[src/rtl/mem_access_unit_if.sv]
// Request/response and data-memory signals of the MEM-stage load/store unit.
// The master side is the pipeline plus data memory; the slave side is the unit itself.
interface mem_access_unit_if #(
  parameter int unsigned AW = 12
) ();
  logic          req_valid;
  logic          req_write;
  logic [1:0]    req_size;
  logic          req_signed;
  logic [31:0]   req_addr;
  logic [31:0]   req_wdata;
  logic          busy;
  logic          rdata_valid;
  logic [31:0]   rdata;
  logic          addr_err;
  logic [AW-1:0] dm_addr;
  logic          dm_we;
  logic [3:0]    dm_be;
  logic [31:0]   dm_wdata;
  logic [31:0]   dm_rdata;

  modport master (
    output req_valid, req_write, req_size, req_signed, req_addr, req_wdata, dm_rdata,
    input  busy, rdata_valid, rdata, addr_err, dm_addr, dm_we, dm_be, dm_wdata
  );

  modport slave (
    input  req_valid, req_write, req_size, req_signed, req_addr, req_wdata, dm_rdata,
    output busy, rdata_valid, rdata, addr_err, dm_addr, dm_we, dm_be, dm_wdata
  );
endinterface

[src/rtl/mem_access_unit.sv]
// MEM-stage load/store initiator: byte-addressed CPU accesses become word-indexed
// data-memory beats; unaligned stores go out as single-byte beats, split loads read two words.
module mem_access_unit #(
  parameter int unsigned DEPTH_WORDS = 3072,
  parameter int unsigned AW          = 12
) (
  input  logic             clk_i,
  input  logic             reset_i,
  mem_access_unit_if.slave bus_io
);

  typedef enum logic [2:0] {StIdle, StRd0, StRd1, StWr, StErr} state_e;

  typedef struct packed {
    logic [AW-1:0] addr;
    logic [3:0]    be;
    logic [31:0]   data;
  } beat_t;

  state_e        state_q;
  logic [1:0]    beat_q, size_q, off_q;
  logic          write_q, signed_q;
  logic [AW-1:0] word_q;
  logic [31:0]   wdata_q, lo_q, rdata_q;
  logic          rdata_valid_q, addr_err_q;
  logic          dm_we_q;
  logic [AW-1:0] dm_addr_q;
  logic [3:0]    dm_be_q;
  logic [31:0]   dm_wdata_q;

  // Byte count minus one for a size code.
  function automatic logic [1:0] nm1_of(logic [1:0] size);
    logic [1:0] r;
    unique case (size)
      2'd0:    r = 2'd0;
      2'd1:    r = 2'd1;
      default: r = 2'd3;
    endcase
    return r;
  endfunction

  function automatic logic [1:0] last_beat(logic [1:0] size, logic [1:0] off);
    logic [1:0] r;
    r = 2'd0;
    if (size == 2'd1 && off[0]) r = 2'd1;
    if (size == 2'd2 && off != 2'd0) r = 2'd3;
    return r;
  endfunction

  // Beat idx of a store; aligned half/word are a single wide beat, all else is byte-wise.
  function automatic beat_t beat_calc(logic [AW-1:0] word, logic [1:0] off, logic [1:0] size,
                                      logic [1:0] idx, logic [31:0] wd);
    beat_t      b;
    logic [2:0] pos;
    logic [7:0] byte_v;
    pos    = {1'b0, off} + {1'b0, idx};
    byte_v = wd[{idx, 3'b000} +: 8];
    b.addr = word + AW'(pos[2]);
    b.be   = 4'b0001 << pos[1:0];
    b.data = {4{byte_v}};
    if (size == 2'd2 && off == 2'd0) begin
      b.be   = 4'b1111;
      b.data = wd;
    end else if (size == 2'd1 && !off[0]) begin
      b.be   = off[1] ? 4'b1100 : 4'b0011;
      b.data = {2{wd[15:0]}};
    end
    return b;
  endfunction

  function automatic logic [31:0] extract(logic [63:0] pair, logic [1:0] off, logic [1:0] size,
                                          logic sgn);
    logic [31:0] sh;
    logic [31:0] r;
    sh = pair[{off, 3'b000} +: 32];
    unique case (size)
      2'd0:    r = {{24{sgn & sh[7]}}, sh[7:0]};
      2'd1:    r = {{16{sgn & sh[15]}}, sh[15:0]};
      default: r = sh;
    endcase
    return r;
  endfunction

  logic [1:0]  req_off, req_nm1;
  logic        req_cross, req_ok, rd_split;
  logic [30:0] req_last_word;
  beat_t       first_beat, next_beat;

  always_comb begin
    req_off       = bus_io.req_addr[1:0];
    req_nm1       = nm1_of(bus_io.req_size);
    req_cross     = ({1'b0, req_off} + {1'b0, req_nm1}) > 3'd3;
    req_last_word = {1'b0, bus_io.req_addr[31:2]} + {30'b0, req_cross};
    req_ok        = (bus_io.req_size != 2'd3) && (req_last_word < 31'(DEPTH_WORDS));
    rd_split      = ({1'b0, off_q} + {1'b0, nm1_of(size_q)}) > 3'd3;
    first_beat    = beat_calc(bus_io.req_addr[AW+1:2], req_off, bus_io.req_size, 2'd0,
                              bus_io.req_wdata);
    next_beat     = beat_calc(word_q, off_q, size_q, beat_q + 2'd1, wdata_q);
  end

  always_ff @(posedge clk_i) begin
    if (reset_i) begin
      state_q       <= StIdle;
      beat_q        <= '0;
      size_q        <= '0;
      off_q         <= '0;
      write_q       <= 1'b0;
      signed_q      <= 1'b0;
      word_q        <= '0;
      wdata_q       <= '0;
      lo_q          <= '0;
      rdata_q       <= '0;
      rdata_valid_q <= 1'b0;
      addr_err_q    <= 1'b0;
      dm_we_q       <= 1'b0;
      dm_addr_q     <= '0;
      dm_be_q       <= '0;
      dm_wdata_q    <= '0;
    end else begin
      rdata_valid_q <= 1'b0;
      addr_err_q    <= 1'b0;
      unique case (state_q)
        StIdle: begin
          if (bus_io.req_valid) begin
            write_q  <= bus_io.req_write;
            size_q   <= bus_io.req_size;
            signed_q <= bus_io.req_signed;
            off_q    <= req_off;
            word_q   <= bus_io.req_addr[AW+1:2];
            wdata_q  <= bus_io.req_wdata;
            beat_q   <= '0;
            if (!req_ok) begin
              state_q <= StErr;
            end else if (bus_io.req_write) begin
              state_q    <= StWr;
              dm_we_q    <= 1'b1;
              dm_addr_q  <= first_beat.addr;
              dm_be_q    <= first_beat.be;
              dm_wdata_q <= first_beat.data;
            end else begin
              state_q   <= StRd0;
              dm_addr_q <= bus_io.req_addr[AW+1:2];
            end
          end
        end
        StRd0: begin
          lo_q <= bus_io.dm_rdata;
          if (rd_split) begin
            state_q   <= StRd1;
            dm_addr_q <= word_q + AW'(1);
          end else begin
            state_q       <= StIdle;
            rdata_q       <= extract({32'b0, bus_io.dm_rdata}, off_q, size_q, signed_q);
            rdata_valid_q <= 1'b1;
            dm_addr_q     <= '0;
          end
        end
        StRd1: begin
          state_q       <= StIdle;
          rdata_q       <= extract({bus_io.dm_rdata, lo_q}, off_q, size_q, signed_q);
          rdata_valid_q <= 1'b1;
          dm_addr_q     <= '0;
        end
        StWr: begin
          if (beat_q == last_beat(size_q, off_q)) begin
            state_q    <= StIdle;
            beat_q     <= '0;
            dm_we_q    <= 1'b0;
            dm_addr_q  <= '0;
            dm_be_q    <= '0;
            dm_wdata_q <= '0;
          end else begin
            beat_q     <= beat_q + 2'd1;
            dm_addr_q  <= next_beat.addr;
            dm_be_q    <= next_beat.be;
            dm_wdata_q <= next_beat.data;
          end
        end
        StErr: begin
          state_q    <= StIdle;
          addr_err_q <= 1'b1;
          if (!write_q) begin
            rdata_valid_q <= 1'b1;
            rdata_q       <= '0;
          end
        end
        default: state_q <= StIdle;
      endcase
    end
  end

  assign bus_io.busy        = (state_q != StIdle);
  assign bus_io.rdata_valid = rdata_valid_q;
  assign bus_io.rdata       = rdata_q;
  assign bus_io.addr_err    = addr_err_q;
  assign bus_io.dm_addr     = dm_addr_q;
  // A beat coinciding with reset is dropped so an aborted store never lands its next byte.
  assign bus_io.dm_we       = dm_we_q & ~reset_i;
  assign bus_io.dm_be       = dm_be_q;
  assign bus_io.dm_wdata    = dm_wdata_q;

endmodule

[src/flat_wrapper.sv]
// flat-port wrapper written by rule: the top's interface ports become plain ports
module mem_access_unit_flat 
#(
  parameter int unsigned DEPTH_WORDS = 3072,
  parameter int unsigned AW          = 12
)
  (clk_i, reset_i, bus_io_req_valid, bus_io_req_write, bus_io_req_size, bus_io_req_signed, bus_io_req_addr, bus_io_req_wdata, bus_io_dm_rdata, bus_io_busy, bus_io_rdata_valid, bus_io_rdata, bus_io_addr_err, bus_io_dm_addr, bus_io_dm_we, bus_io_dm_be, bus_io_dm_wdata);
  mem_access_unit_if #(.AW(AW)) bus_io_i ();
  input  logic clk_i;
  input  logic reset_i;
  input wire logic [$bits(bus_io_i.req_valid)-1:0] bus_io_req_valid;
  input wire logic [$bits(bus_io_i.req_write)-1:0] bus_io_req_write;
  input wire logic [$bits(bus_io_i.req_size)-1:0] bus_io_req_size;
  input wire logic [$bits(bus_io_i.req_signed)-1:0] bus_io_req_signed;
  input wire logic [$bits(bus_io_i.req_addr)-1:0] bus_io_req_addr;
  input wire logic [$bits(bus_io_i.req_wdata)-1:0] bus_io_req_wdata;
  input wire logic [$bits(bus_io_i.dm_rdata)-1:0] bus_io_dm_rdata;
  output wire logic [$bits(bus_io_i.busy)-1:0] bus_io_busy;
  output wire logic [$bits(bus_io_i.rdata_valid)-1:0] bus_io_rdata_valid;
  output wire logic [$bits(bus_io_i.rdata)-1:0] bus_io_rdata;
  output wire logic [$bits(bus_io_i.addr_err)-1:0] bus_io_addr_err;
  output wire logic [$bits(bus_io_i.dm_addr)-1:0] bus_io_dm_addr;
  output wire logic [$bits(bus_io_i.dm_we)-1:0] bus_io_dm_we;
  output wire logic [$bits(bus_io_i.dm_be)-1:0] bus_io_dm_be;
  output wire logic [$bits(bus_io_i.dm_wdata)-1:0] bus_io_dm_wdata;
  assign bus_io_i.req_valid = bus_io_req_valid;
  assign bus_io_i.req_write = bus_io_req_write;
  assign bus_io_i.req_size = bus_io_req_size;
  assign bus_io_i.req_signed = bus_io_req_signed;
  assign bus_io_i.req_addr = bus_io_req_addr;
  assign bus_io_i.req_wdata = bus_io_req_wdata;
  assign bus_io_i.dm_rdata = bus_io_dm_rdata;
  assign bus_io_busy = bus_io_i.busy;
  assign bus_io_rdata_valid = bus_io_i.rdata_valid;
  assign bus_io_rdata = bus_io_i.rdata;
  assign bus_io_addr_err = bus_io_i.addr_err;
  assign bus_io_dm_addr = bus_io_i.dm_addr;
  assign bus_io_dm_we = bus_io_i.dm_we;
  assign bus_io_dm_be = bus_io_i.dm_be;
  assign bus_io_dm_wdata = bus_io_i.dm_wdata;
  mem_access_unit #(.DEPTH_WORDS(DEPTH_WORDS), .AW(AW)) u_core (.clk_i(clk_i), .reset_i(reset_i), .bus_io(bus_io_i));
endmodule
[config.mk]
export PLATFORM = sky130hd
export DESIGN_NAME = mem_access_unit_flat
export DESIGN_NICKNAME = d
export VERILOG_FILES = /design/src/rtl/mem_access_unit_if.sv /design/src/rtl/mem_access_unit.sv /design/src/flat_wrapper.sv
export SDC_FILE = /design/constraint.sdc
export NUM_CORES = 1
export LEC_CHECK = 0
export CAP_MARGIN = 25
export CORE_MARGIN = 1
export CORE_UTILIZATION = 40
export CTS_CLUSTER_SIZE = 28
export DETAILED_ROUTE_END_ITERATION = 8
export DONT_BUFFER_PORTS = 1
export PLACE_DENSITY = 0.65
export SLEW_MARGIN = 0
export SYNTH_ARGS = -nofsm -noshare
export SYNTH_HDL_FRONTEND = slang
export SYNTH_SLANG_ARGS = --single-unit
export TNS_END_PERCENT = 1
[constraint.sdc]
create_clock -name clk_i -period 3.8 [get_ports clk_i]
set_input_delay 0.57 -clock clk_i [delete_from_list [all_inputs] [get_ports clk_i]]
set_output_delay 0.57 -clock clk_i [all_outputs]
set_load 0.01 [all_outputs]
Yosys cells after proc, flatten, opt, wreduce, memory -nomap -nowiden
Cells that the tools add are included.
Storage, ports and cells
  output and inout port bits: 84
  flip-flop bits (word level): 170
  memories: 0
  memory bits (read-only): 0
  latch bits: 0
  bits in writable memories: 0
Cells by class
  div/mod/pow operators: 0
  add/sub/neg operators: 7
  shift-type cells: 5
  bitwise operators: 6
  $lt $le $gt $ge: 3
  multiplexer cells: 50
  eq/ne operators: 16
  $mul: 0
  reductions and logical operators: 26
Operators by type and width (count)
  two-way mux 32 bit: 6
  one-hot mux 32 bit (2 select lines): 3
  two-way mux 36 bit: 4
  variable part select 64 x 6 -> 32 bit: 2
  one-hot mux 32 bit (3 select lines): 1
  two-way mux 12 bit: 4
  one-hot mux 12 bit (4 select lines): 1
  variable part select 32 x 6 -> 8 bit: 1
  adder 30 x 1 -> 31 bit: 1
  < comparator 31 x 12 -> 1 bit, second input constant: 1
  two-way mux 4 bit: 6
  two-way mux 2 bit: 7
  adder 12 x 1 -> 12 bit: 1
  adder 12 x 1 -> 12 bit, second input constant: 1
  one-hot mux 2 bit (2 select lines): 3
  != test 2 bit, second input constant: 5
  adder 2 x 2 -> 3 bit: 3
  two-way mux 3 bit: 3
  one-hot mux 3 bit (3 select lines): 1
  zero test 2 bit: 4
  two-way mux 1 bit: 8
  one-hot mux 4 bit (2 select lines): 1
  << shifter 1 x 2 -> 4 bit, first input constant: 2
  logical AND 1 bit: 7
  22 further kinds: 37

Longest topological paths before layout
  depth in word-level cells: 10
  gate-level depth with buffers: 15
  depth with buffers taken out: 13

Worst setup path before layout
Ideal clock, no wire load.
  path kind: register -> register
  start: reg u_core.beat_q[0]
  end: reg u_core.dm_addr_q[10], in the netlist u_core.bus_io.dm_addr[10]
  stages on the path, launching flop included: 13
  period minus slack after synthesis: 2.899 ns
  setup slack: 0.901 ns
  data required time: 3.742 ns
  arrival: 2.840 ns
  cell sequence: dfxtp_1 clkbuf_1 clkbuf_1 xnor2_1 fa_1 inv_1 ha_1 ha_1 nand2_1 o31ai_1 a221oi_1 nor4_1 a31o_2
Between the ends
  longest elaborated chain between the ends: 5
Ends and longest elaborated chain
  from (decl): line mem_access_unit.sv:21  | logic [1:0] beat_q, size_q, off_q;
  from (signal assigned): line mem_access_unit.sv:173  | beat_q <= beat_q + 2'd1;
  adder 2 x 1 -> 2 bit: line mem_access_unit.sv:98  | next_beat = beat_calc(word_q, off_q, size_q, beat_q + 2'd1, wdata_q);
  adder 2 x 2 -> 3 bit: line mem_access_unit.sv:56  | pos = {1'b0, off} + {1'b0, idx};
  adder 12 x 1 -> 12 bit: line mem_access_unit.sv:58  | b.addr = word + AW'(pos[2]);
  two-way mux 12 bit *: line mem_access_unit.sv:165  | if (beat_q == last_beat(size_q, off_q)) begin
  one-hot mux 12 bit (4 select lines) *: line mem_access_unit.sv:122  | unique case (state_q)
  to (signal assigned): line mem_access_unit.sv:137  | dm_addr_q <= first_beat.addr;
  to (signal assigned): line mem_access_unit.sv:142  | dm_addr_q <= bus_io.req_addr[AW+1:2];
  to (signal assigned): line mem_access_unit.sv:174  | dm_addr_q <= next_beat.addr;
  to (decl): line mem_access_unit.sv:27  | logic [AW-1:0] dm_addr_q;
Mark *: on every way between the ends. The rest lies on a longest branch, timed or not.
A chain may end at the register's enable or synchronous reset.

Worst setup path in the final report
  start: reg u_core.beat_q[1]
  end: reg u_core.dm_addr_q[10], in the netlist u_core.bus_io.dm_addr[10]
Same word-level chain as after synthesis.

==> impl_metrics.toml <==
[power]
internal-power_w = 0.002968
powerDensity_nw_per_um2 = 392.3
netSwitchingFraction = 0.2897
power.switching_w = 0.001211
seqPwrFrac = 0.460
clockPowerShare = 0.428
peakVddDrop_mv = 0.2099
p_comb_frac = 0.112
total_leakage_power_nw = 3.638

[layout]
drive_gt1_frac = 0.09255
final_common_cell = "nand2_1"
diodes = 0
final_cell_mix = "nand2_1 (330), a21oi_1 (186), dfxtp_1 (168)"
multiInputGateArea_um2 = 6020
layout.nets = 1372
syn2layout_area_growth_pct = 7.870
fill_cells = 2495
regArea_um2 = 3406

[yosys]
syn-cell-area_um2 = 9873
synth.largest_area_cell = "dfxtp_1"
yosys_warnings = 0
synthArstFlopShare = 0
synth_area_leaders = "dfxtp_1 (34%), nand2_1 (13%), a21oi_1 (9.4%), mux2i_1 (7.4%), o21ai_0 (4.0%)"
postSynthAreaPerCell_um2 = 7.446
ys_seq_elements = 170
synth_nets = 1436
synth_edf_count = 0
synthDominantCellAreaShare = 0.3447
synth_cell_types = 78
syn_inst = 1326
synth_ff_type = "dfxtp_1"
seq_area_frac_synth = 0.3447

[cts]
cts.sinks = 170
clk_pin_slew_ps = 80
cts_setup_buffers = 0
clockBufferDepth = 2
h-tree-depth = 4
cts_tree = "yes"
root_buffer = "clkbuf_16"
cts_buffers = 17
clock_latency_ps = 440
post_cts_resized = 0
ctsHoldBuffers = 0

[detailed_routing]
drc = 0
drt_iter0_markers = 825
vias = 9452
avgViaCountPerCell = 5.911
wl_per_cell_um = 19.75
drt-total-wl_um = 31580
drt.antenna.violating_nets = 0
dr.pass1.iters = 5

[sta]
finalCriticalPeriod_ps = 3283
tightestPinTransition_ps = 953.2
fmax_mhz = 304.6
holdWs_ps = 229.0
rsz0062_at_grt = "no"
hold_violations = 0
setup_tns_ps = 0
min_period_over_period = 0.8640
slew_headroom = 0.3639
slew_violations = 0
skew_ps = 16.73
report.final.setup_viol = 0

[worst_setup_path]
crit_fanout = 14
timing.rr.end = "u_core.bus_io.dm_addr[10]$_SDFFE_PP0P_"
slowest_stage = "dfxtp_1"
crit_end = "u_core.bus_io.dm_addr[10]$_SDFFE_PP0P_"
crit-reg2reg-launch = "u_core.beat_q[1]$_SDFFE_PP0P_"
cp_data_arrival_time_ps = 3670
setup.worst_path.end_class = "flip-flop"
rr_worst_depth = 10
slowest_delay_ps = 780
path_class = "flip-flop to flip-flop"
crit_start = "u_core.beat_q[1]$_SDFFE_PP0P_"
reg2reg_slack_ps = 520
path_cells = "xnor2_1 -> fa_1 -> inv_1 -> ha_1 -> ha_1 -> nand2_1 -> o31ai_1 -> a221oi_1 -> nor4_1 -> a31o_2"
critPathLaunchType = "flip-flop"
crit_top_cell = "ha_1"
cp.required_ps = 4180

[grt]
grt_overflow = 0
grt_max_degree = 147
track_usage = 0.2479
met2_usage = 0.4197
antenna_found_initial = 0
use_met3 = 0.08414
globalRouteMet1Util = 0.2947
grt_pass1_vias = 9159
grt_pass1_wl_um = 50270
gr-max-usage-layer = "met2"

[place]
place_congestion = 0.9257
dp_hpwl_um = 22290
portBuffers = 0

[floorplan]
core_um2 = 24250
ios = 187
dieArea_um2 = 25320
die_h_um = 159.1
die_x_um = 159.1
floorplan.initialDensity = 0.4072
fp-row-count = 57

[run_status]
run_status = "complete, no violations"

[min_path]
holdCritPathClass = "input pin to flip-flop"

[job]
drv_cap = 0
==> power by group through the flow <==
| stage | registers [W] | clock network [W] | logic [W] |
|---|---|---|---|
| 2_1_floorplan | 0.00193 | 0 | 0.000393 |
| 3_3_place_gp | 0.00196 | 0 | 0.000459 |
| 3_5_place_dp | 0.00196 | 0 | 0.000464 |
| 4_1_cts | 0.00192 | 0.00181 | 0.000466 |
| 5_1_grt | 0.00193 | 0.00189 | 0.000522 |
| 6_report | 0.00192 | 0.00179 | 0.000469 |
==> worst min-delay path by stage <==
stage | start | end | slack, ps | cells after the start
global route | reset_i | u_core.bus_io.dm_wdata[8]$_SDFFE_PP0P_ | 190 | 1
floorplan | u_core.lo_q[0]$_SDFFE_PP0P_ | u_core.lo_q[0]$_SDFFE_PP0P_ | 430 | 2
detailed placement | u_core.lo_q[2]$_SDFFE_PP0P_ | u_core.lo_q[2]$_SDFFE_PP0P_ | 440 | 2
finish | reset_i | u_core.wdata_q[16]$_SDFFE_PP0P_ | 230 | 1
global placement | u_core.lo_q[4]$_SDFFE_PP0P_ | u_core.lo_q[4]$_SDFFE_PP0P_ | 440 | 2
CTS | reset_i | u_core.wdata_q[18]$_SDFFE_PP0P_ | 200 | 1
==> critical path: cells and delay by family (launching register included) <==
kind	cells	cell delay, ps
AO/OA/AOI/OAI	3	890
XOR/XNOR	1	200
adder cells (fa/ha/maj)	3	910
buffers and inverters	1	70
flip-flops	1	780
AND/OR/NAND/NOR	2	390
==> Yosys cell counts, drive strengths merged (2+ instances only) <==
cell type,number
a211oi,28
xnor2,3
a41oi,2
a2111oi,2
o31ai,3
o21a,3
o21ai,90
a21boi,8
a31oi,27
a31o,5
o22ai,10
clkbuf,85
nor3b,3
and4,3
mux2i,73
a311oi,3
a211o,2
clkinv,2
nand2b,4
nand2,330
and2,5
a21oi,186
nor2,76
dfxtp,170
and3,10
a22oi,17
ha,6
nor3,14
mux4,9
or3,3
nor4,4
nor2b,21
nand4,10
a221oi,4
o211ai,3
inv,12
or2,7
mux2,9
buf,19
nand3,14
a222oi,2
o221ai,16
o221a,9
==> logic make-up after synthesis <==
group,share of synthesized area
buf+inv,0.04752
flops,0.3447
compound gates,0.2669
mux,0.1048
fa+ha+maj,0.009631
xor+xnor,0.003549
simple gates,0.2229
==> layout make-up <==
type | count | share of cell area
Sequential cell | 170 | 0.3198
Clock buffer | 17 | 0.03994
Tap cell | 324 | 0.03806
Inverter | 14 | 0.004934
Timing Repair Buffer | 21 | 0.01480
Clock inverter | 15 | 0.01727
Multi-Input combinational cell | 1038 | 0.5652
==> flip-flops by register name (all words and copies together) (netlist names), 2 cells and up <==
name	flops
u_core.beat_q	2
u_core.bus_io.dm_addr	12
u_core.bus_io.dm_be	4
u_core.bus_io.dm_wdata	32
u_core.bus_io.rdata	32
u_core.lo_q	32
u_core.off_q	2
u_core.size_q	2
u_core.state_q	3
u_core.wdata_q	32
u_core.word_q	12
==> per-layer routing <==
layer,up-vias,routed length [um]
met1,4439,12470
met4,0,627
li1,4602,-
met5,-,0
met2,367,15420
met3,44,3064
==> per-stage QoR <==
step / util / area, um^2 / std cells / power (W) / worst slack (ps)
5_1_grt: 0.4392 / 10650 / 1599 / 0.004341 / 348.0
4_1_cts: 0.4392 / 10650 / 1599 / 0.004199 / 615.0
6_report: 0.4392 / 10650 / 1599 / 0.004179 / 516.9
3_5_place_dp: 0.4141 / 10040 / 1567 / 0.002425 / 663.1
2_1_floorplan: - / 9873 / 1326 / 0.002327 / 901.4
3_3_place_gp: 0.4141 / 10040 / 1567 / 0.002420 / 747.6
Note: power is estimated with default switching activity, not from simulation.
